[config.mk]
export PLATFORM = sky130hd
export DESIGN_NAME = tt_settle_timer
export DESIGN_NICKNAME = d
export VERILOG_FILES = /design/src/rtl/tt_sweep_checker_pkg.sv /design/src/rtl/tt_settle_timer.sv
export SDC_FILE = /design/constraint.sdc
export NUM_CORES = 1
export LEC_CHECK = 0
export CORE_AREA = 2 2 39 41
export DETAILED_ROUTE_END_ITERATION = 8
export DIE_AREA = 0 0 41 43
export DONT_BUFFER_PORTS = 1
export GPL_TIMING_DRIVEN = 1
export PLACE_DENSITY_LB_ADDON = 0.25
export SLEW_MARGIN = 15
export SYNTH_ARGS = -nofsm -noshare
export SYNTH_HDL_FRONTEND = slang
export SYNTH_SLANG_ARGS = --single-unit
[constraint.sdc]
create_clock -name clk -period 1.15 [get_ports clk]
set_input_delay 0.23 -clock clk [delete_from_list [all_inputs] [get_ports clk]]
set_output_delay 0.23 -clock clk [all_outputs]
set_load 0.05 [all_outputs]
[src/rtl/tt_sweep_checker_pkg.sv]
// Shared definitions for the truth-table sweep checker.
//   - sweep FSM state encoding
//   - vector / settle-counter widths and vector count
//   - helper that replaces one bit of the capture register
package tt_sweep_checker_pkg;

  localparam int TT_VEC_W   = 3;
  localparam int TT_NUM_VEC = 8;
  localparam int TT_CNT_W   = 4;

  typedef enum logic [1:0] {
    TT_IDLE  = 2'd0,
    TT_DRIVE = 2'd1,
    TT_DONE  = 2'd2
  } tt_state_e;

  // Return the capture word with entry idx replaced by the sampled response.
  function automatic logic [TT_NUM_VEC-1:0] tt_capture_bit(
    input logic [TT_NUM_VEC-1:0] cap,
    input logic [TT_VEC_W-1:0]   idx,
    input logic                  resp
  );
    logic [TT_NUM_VEC-1:0] upd;
    upd      = cap;
    upd[idx] = resp;
    return upd;
  endfunction

endpackage

[src/rtl/tt_settle_timer.sv]
// Settle timer: counts hold cycles for the vector currently being driven.
// Ports:
//   clk, rst_n : clock, asynchronous active-low reset
//   clr        : synchronous clear to zero (wins over en)
//   en         : increment enable
//   expire     : high while the count equals SETTLE (sample point)
module tt_settle_timer
  import tt_sweep_checker_pkg::*;
#(
  parameter logic [TT_CNT_W-1:0] SETTLE = 4'd1
) (
  input  logic clk,
  input  logic rst_n,
  input  logic clr,
  input  logic en,
  output logic expire
);

  logic [TT_CNT_W-1:0] cnt_r;

  // Hold-cycle counter; cleared at each vector boundary.
  always_ff @(posedge clk or negedge rst_n) begin
    if (!rst_n) begin
      cnt_r <= {TT_CNT_W{1'b0}};
    end else if (clr) begin
      cnt_r <= {TT_CNT_W{1'b0}};
    end else if (en) begin
      cnt_r <= cnt_r + {{(TT_CNT_W-1){1'b0}}, 1'b1};
    end else begin
      cnt_r <= cnt_r;
    end
  end

  assign expire = (cnt_r == SETTLE);

endmodule

==> results of run 1 <==
[where the power goes]
group          total (mW)  internal, mW  switching (mW)  leakage, nW
clock network       0.173         0.117          0.0568       0.0138
logic              0.0818        0.0446          0.0371       0.0733
registers           0.153         0.149         0.00446       0.0544
[final timing paths]
kind,to,depth (start not counted),start
min reg2reg,cnt_r[2],2,cnt_r[2]
max reg2reg,cnt_r[2],4,cnt_r[0]
max,expire,4,cnt_r[1]
min in group asynchronous,cnt_r[2],1,rst_n
min,cnt_r[2],1,clr
max in group asynchronous,cnt_r[0],1,rst_n
[layer usage]
layer  vias up  track usage [%]  wire length, µm
met4         0             6.00                0
met2         5             10.0              220
li1         83                -                -
met5         -                0                0
met1        80             6.45              191
met3         0             7.85               47
[through the flow]
step                cell area (µm²)  cells
detailed placement              280     38
finish                          323     43
global route                    323     43
CTS                             320     43
floorplan                       233     20
global placement                280     38
[cell usage after synthesis]
library cell / instances / area (µm²)
dfrtp_1: 4 / 100
a21oi_1: 2 / 10.0
ha_1: 2 / 25.0
nor2_1: 2 / 7.51
a21bo_2: 1 / 10.0
inv_1: 1 / 3.75
mux2_4: 1 / 15.0
nand2b_1: 1 / 6.26
nand3b_1: 1 / 7.51
nand4_1: 1 / 6.26
nor2b_1: 1 / 6.26
nor3b_1: 1 / 7.51
or2b_1: 1 / 7.51
xnor2_1: 1 / 8.76
[cell type report]
cell class / count / area [µm²] / area share, %
clock buffers: 3 / 22.5 / 6.98
well taps: 16 / 20.0 / 6.20
inverters: 1 / 3.75 / 1.16
multi-input cells: 15 / 131 / 40.7
flip-flops and latches: 4 / 100 / 31.0
repair buffers: 4 / 45.0 / 14.0
[placed cells by master (no fill, tap or decap)]
cell           netlist  layout
nor2_1               2       2
buf_4                0       2
nor3b_4              0       1
mux2_4               1       1
nand2b_1             1       1
xnor2_1              1       1
or2b_1               1       1
dlygate4sd3_1        0       1
nand4_1              1       1
inv_1                1       1
dfrtp_1              4       4
buf_12               0       1
a21oi_1              2       2
nand3b_1             1       1
ha_2                 0       1
ha_1                 2       1
nor2b_1              1       1
a21bo_2              1       1
clkbuf_4             0       3
[worst register-to-register path, cell delays in order (launching register included)]
cell	delay (ps)
dfrtp_1	380
buf_4	150
ha_2	180
a21bo_2	210
a21oi_1	110
[logic make-up after synthesis]
| group | after synthesis | synth area share [%] |
|---|---|---|
| AND/OR/NAND/NOR | 8 | 22.0 |
| flip-flops | 4 | 45.2 |
| AO/OA/AOI/OAI | 3 | 9.04 |
| adder cells (fa/ha/maj) | 2 | 11.3 |
| XOR/XNOR | 1 | 3.96 |
| buffers and inverters | 1 | 1.69 |
| multiplexers | 1 | 6.78 |
[what timing repair did]
action / 4_1_cts / 5_1_grt
endpoints found under the hold margin: 4 / 0
cloned: 0 / 0
setup endpoints to repair: 1 / 2
buffers inserted: 1 / 0
hold buffers: 1 / 0
gates resized for setup: 0 / 1
==> results.yml, run 1 <==
sta:
  grt_setup_unrepaired: "true"
  drv_slew: 0
  worst_pin_slew_ps: 212
  setup_viol: 1
  final_hold_viol_count: 0
  slew_headroom_pct: 85.8
  tns_ps: -255
  fmax_ghz: 0.712
  fin_crit_sh_pct: 122
  holdWs_ps: 50.9
  setup_ws_ps: -255
  min_period_ps: 1410
  skew_ps: 2.48
worst_setup_path:
  cp_cell_sequence: "inv_1 > ha_1 > nor3b_4 > buf_12"
  path_class: "reg -> out"
  critPathBufInv: 2
  critPathArrivalTime_ps: 1180
  critical_path.slowest_cell: "dfrtp_1"
  ff2ff_setup_slack_ps: 60
  cp_slowest_stage_delay_ps: 360
  start_kind: "flip-flop"
  end_kind: "output pin"
  critPathTopFamily: "flip-flops"
  required_ps: 920
  path_max_fanout: 2
detailed_routing:
  route.detailed.drc: 0
  vias_per_cell: 3.91
  postRouteAntennaNets: 0
  drtPass1Iterations: 2
  drt-initial-drc-count: 5
  wl_per_cell_um: 10.7
  drt-total-wl_um: 459
  vias: 168
placed_design:
  gp_congestion: 0.673
  dp_slack_ps: -45.2
  io_buffers: 0
cells_and_area:
  post-route-util_pct: 23.3
  fin_nets: 35
  antennaDiodeCount: 0
  area_growth_syn_to_layout_pct: 45.8
  fillers: 142
  top_regs: "cnt_r: 4 flops"
  largest_reg_flops: 4
  largest_register: "cnt_r"
  drive_gt1_share_pct: 37.0
die:
  num_io_pins: 5
  initial_utilization_pct: 16.0
  die_area_um2: 1760
  rows: 14
  die_x_um: 41
  die_y_um: 43
  core_area_um2: 1380
power:
  power_density_nw_per_um2: 1260
  finalPower_uw: 408
  ir_drop_uv: 499
  leakage_nw: 0.141
cts:
  tritoncts: "done"
  cts_buffers: 3
  clock-root-buffer: "clkbuf_4"
  cts_sinks: 4
  cts_buffer_depth: 2
  path_clk_slew_ps: 40
  clk_latency_ps: 240
  cts_max_level: 1
run:
  maxCapViolCount: 0
global_route:
  grt_pass1_vias: 189
  grt_pass1_wl_um: 765
  grt_usage_pct: 7.64
  grt_max_degree: 7
  overflow: 0
  antenna_found_initial: 0
synth:
  syn_area_um2: 221
  synthesis.nets: 26
  ys_types: 14
  avgSynthCellArea_um2: 11.1
  ys_seq_elements: 4
  ys_seq_area_share_pct: 45.2
  yosysWarnings: 0
  synth_cells: 20
min_path:
  hold_class: "in -> reg"
run_status:
  status: "finished with violations"
  violations: "setup timing"
Note: power is estimated with default switching activity, not from simulation.
==> inputs of run 2 (changes only) <==
Settings changed: BUFFER_PORTS_ARGS set to -buffer_cell sky130_fd_sc_hd__buf_2, CELL_PAD_IN_SITES_DETAIL_PLACEMENT set to 1, CELL_PAD_IN_SITES_GLOBAL_PLACEMENT set to 2, DONT_BUFFER_PORTS 1 to not set, SLEW_MARGIN 15 to not set.
==> run 2 against run 1 <==
The run still ends with setup timing left; clock skew rose by 2.5 ps; die area did not move; cell area rose by 7.4%; highest routed layer unchanged; critical path type unchanged; utilization rose by 1.7 points; worst setup slack improved by 26 ps; critical endpoint unchanged; register-to-register slack got worse by 20 ps.
==> results.yml, run 2 (same netlist as run 1, synthesis figures left out) <==
worst_setup_path:
  worstReg2RegStart: "cnt_r[0]"
  cp_cell_sequence: "inv_1 > ha_1 > nor3b_4 > buf_6"
  worstSetupStartpoint: "cnt_r[1]"
  path_class: "reg -> out"
  ff2ff_setup_slack_ps: 40
  critPathArrivalTime_ps: 1150
  critical_path.slowest_cell: "dfrtp_1"
  end_kind: "output pin"
  cp_slowest_stage_delay_ps: 370
  required_ps: 920
  path_max_fanout: 2
  start_kind: "flip-flop"
cells_and_area:
  multi_input_area_um2: 149
  top_regs: "cnt_r: 4 flops"
  final_area_um2: 347
  post-route-util_pct: 25.0
  final_cell_mix: "dfrtp_1 (4), clkbuf_4 (3), buf_2 (3)"
  seq_area_um2: 100
  largest_register: "cnt_r"
  final_common_cell: "dfrtp_1"
  antennaDiodeCount: 0
  area_growth_syn_to_layout_pct: 56.5
  drive_gt1_share_pct: 50.0
  fillers: 161
  largest_reg_flops: 4
  fin_cells: 46
  fin_nets: 38
global_route:
  grt_pass1_wl_um: 800
  grt_pass1_vias: 191
  grt_max_degree: 7
  antenna_found_initial: 0
  grt_usage_pct: 7.34
  overflow: 0
die:
  initial_utilization_pct: 16.0
  die_y_um: 43
  die_x_um: 41
  rows: 14
  core_area_um2: 1380
  num_io_pins: 5
  die_area_um2: 1760
sta:
  holdWs_ps: 238
  worst_pin_slew_ps: 170
  tns_ps: -230
  fin_crit_sh_pct: 120
  fmax_ghz: 0.725
  grt_setup_unrepaired: "true"
  final_hold_viol_count: 0
  min_period_ps: 1380
  drv_slew: 0
  slew_headroom_pct: 88.7
  setup_ws_ps: -230
  skew_ps: 4.99
  setup_viol: 1
cts:
  clock-root-buffer: "clkbuf_4"
  cts_sinks: 4
  cts_max_level: 1
  cts_buffers: 3
  path_clk_slew_ps: 40
  tritoncts: "done"
  clk_latency_ps: 230
  cts_buffer_depth: 2
power:
  power_density_nw_per_um2: 1190
  leakage_nw: 0.151
  finalPower_uw: 414
  ir_drop_uv: 616
run:
  maxCapViolCount: 0
detailed_routing:
  route.detailed.drc: 0
  drt-initial-drc-count: 0
  drt-total-wl_um: 512
  drtPass1Iterations: 1
  postRouteAntennaNets: 0
  vias_per_cell: 3.87
  wl_per_cell_um: 11.1
  vias: 178
min_path:
  hold_class: "in -> reg"
  hp-start: "clr"
placed_design:
  placedInstanceArea_um2: 288
  place_inst: 42
  gp_congestion: 0.732
  io_buffers: 4
  place_hpwl_um: 357
  dp_slack_ps: -61.4
run_status:
  violations: "setup timing"
  status: "finished with violations"
## run 2: changes by cell type in the layout (fill, tap and decap cells not counted)
cell     change
buf_6        +1
buf_12       -1
a21oi_1      -2
a21oi_2      +2
ha_4         +1
buf_2        +3
ha_2         -1
## run 2: final cells by class
cell class	count	share of cell area [%]
Tap cell	16	5.78
Timing Repair Buffer	7	14.8
Clock buffer	3	6.50
Sequential cell	4	28.9
Inverter	1	1.08
Multi-Input combinational cell	15	43.0
## run 2: timing repair
item                                    in CTS  in global routing
hold endpoints to repair                     4                  0
endpoints found under the setup margin       1                  3
setup buffers                                0                  1
resized for setup                            2                  4
pin swaps                                    0                  1
hold buffers                                 1                  0
## run 2: worst max-delay path, delay by kind of cell, from the launching register on
family,cells,cell delay [ps]
fa+ha+maj,1,130
buf+inv,2,240
flops,1,370
simple gates,1,170
## run 2: per-layer routing
| layer | up-vias | track usage [%] | part of all wire (%) |
|---|---|---|---|
| met2 | 5 | 11.6 | 55 |
| met4 | 0 | 2.00 | 0 |
| met5 | - | 0 | 0 |
| met3 | 0 | 4.71 | 4.3 |
| met1 | 85 | 7.77 | 40 |
| li1 | 88 | - | - |
## run 2: final timing paths
| path | to | depth (start not counted) |
|---|---|---|
| setup / recovery | expire | 4 |
| hold / removal | cnt_r[2] | 2 |
| setup reg to reg | cnt_r[1] | 3 |
| hold reg to reg | cnt_r[2] | 2 |
| max in group asynchronous | cnt_r[2] | 2 |
| min in group asynchronous | cnt_r[0] | 2 |
## run 2: where the power goes
part           switching, mW  leakage (nW)  internal (mW)
Combinational         0.0472        0.0833         0.0420
Clock                 0.0549        0.0138          0.117
Sequential           0.00470        0.0544          0.148
==> inputs of run 3 (changes only) <==
Settings changed: REMOVE_ABC_BUFFERS set to 1.
==> run 3 against run 2 <==
The run still ends with setup timing left; utilization is 0.18 points lower; cell area is 0.72% lower; critical path depth stayed put; register-to-register slack hardly changed; die area stayed put; count of clock-buffer cells in the layout stayed put.
==> results.yml, run 3 (same netlist as run 1, synthesis figures left out) <==
cells_and_area:
  fin_cells: 47
  final_common_cell: "dfrtp_1"
  area_growth_syn_to_layout_pct: 55.4
  final_cell_mix: "dfrtp_1 (4), clkbuf_4 (3), buf_2 (3), buf_4 (3), nor2_1 (2)"
  top_regs: "cnt_r: 4 flops"
  fin_nets: 39
  drive_gt1_share_pct: 51.6
  fillers: 165
  largest_register: "cnt_r"
  largest_reg_flops: 4
  antennaDiodeCount: 0
placed_design:
  io_buffers: 4
  place_inst: 43
  dp_slack_ps: -95.2
  place_hpwl_um: 389
  gp_congestion: 0.691
cts:
  cts_max_level: 1
  cts_sinks: 4
  cts_buffers: 3
  clock-root-buffer: "clkbuf_4"
  clk_latency_ps: 230
  tritoncts: "done"
  path_clk_slew_ps: 40
  cts_buffer_depth: 2
sta:
  min_period_ps: 1380
  drv_slew: 0
  grt_setup_unrepaired: "true"
  final_hold_viol_count: 0
  worst_pin_slew_ps: 157
  slew_headroom_pct: 89.5
  setup_viol: 1
  fin_crit_sh_pct: 120
  fmax_ghz: 0.726
  holdWs_ps: 222
  setup_ws_ps: -227
  skew_ps: 1.63
worst_setup_path:
  path_class: "reg -> out"
  path_max_fanout: 2
  reg2reg_depth: 4
  required_ps: 920
  end_kind: "output pin"
  critPathArrivalTime_ps: 1150
  start_kind: "flip-flop"
run:
  maxCapViolCount: 0
min_path:
  hold_class: "in -> reg"
  hold_path_depth: 2
global_route:
  overflow: 0
  antenna_found_initial: 0
  grt_pass1_vias: 207
  grt_pass1_wl_um: 890
  grt_max_degree: 7
  grt_usage_pct: 8.35
run_status:
  status: "finished with violations"
  violations: "setup timing"
detailed_routing:
  wl_per_cell_um: 11.5
  route.detailed.drc: 0
  drtPass1Iterations: 4
  drt-initial-drc-count: 4
  vias_per_cell: 4.11
  vias: 193
  drt-total-wl_um: 540
  postRouteAntennaNets: 0
power:
  finalPower_uw: 412
  leakage_nw: 0.158
  ir_drop_uv: 268
  power_density_nw_per_um2: 1200
die:
  die_x_um: 41
  die_area_um2: 1760
  die_y_um: 43
  core_area_um2: 1380
  initial_utilization_pct: 16.0
  num_io_pins: 5
  rows: 14
-- run 3: cell types whose count changed in the layout (fill, tap and decap cells not counted), sizes merged --
cell,before,now
buf,6,7
-- run 3: what timing repair did --
item,CTS,global route
endpoints found under the setup margin,2,2
hold endpoints to repair,4,0
resized for setup,6,1
cloned,0,0
setup buffers,1,0
pin swaps,1,0
hold buffers,1,0
-- run 3: layer usage --
metal | GRT usage, % | vias up | share of wire (%)
met1 | 8.41 | 96 | 37
met5 | 0 | - | 0
met2 | 11.3 | 5 | 59
met3 | 3.14 | 0 | 3.7
met4 | 10.0 | 0 | 0
li1 | - | 92 | -
-- run 3: layout make-up --
type / count / area, µm² / share of cell area (%)
multi-input combinational: 15 / 139 / 40.4
timing repair buffer: 8 / 58.8 / 17.1
clock buffer: 3 / 22.5 / 6.55
inverter: 1 / 3.75 / 1.09
sequential: 4 / 100 / 29.1
tap: 16 / 20.0 / 5.82
-- run 3: where the power goes --
group | switching, mW | internal (mW) | leakage, nW
Sequential | 0.00471 | 0.148 | 0.0544
Combinational | 0.0452 | 0.0382 | 0.0899
Clock | 0.0589 | 0.117 | 0.0138
-- run 3: final timing paths --
| path | startpoint | to | slack (ps) |
|---|---|---|---|
| max | cnt_r[1] | expire | -230 |
| min | clr | cnt_r[2] | 220 |
| max reg2reg | cnt_r[1] | cnt_r[2] | 50 |
| min reg2reg | cnt_r[3] | cnt_r[3] | 650 |
| max in group asynchronous | rst_n | cnt_r[2] | 690 |
| min in group asynchronous | rst_n | cnt_r[1] | 340 |
-- run 3: per-stage QoR --
stage	util (%)	instance area, µm²	setup TNS, ps
after floorplan	-	221	-790
after global placement	20.5	284	-92.7
after detailed placement	20.5	284	-95.2
after CTS	24.9	344	-258
after global routing	24.9	344	-302
final	24.9	344	-227
-- run 3: worst max-delay path, cell delays in order (launching register included) --
cell and delay (ps):
dfrtp_1 380, inv_2 60, ha_1 120, nor3b_2 170, buf_6 180
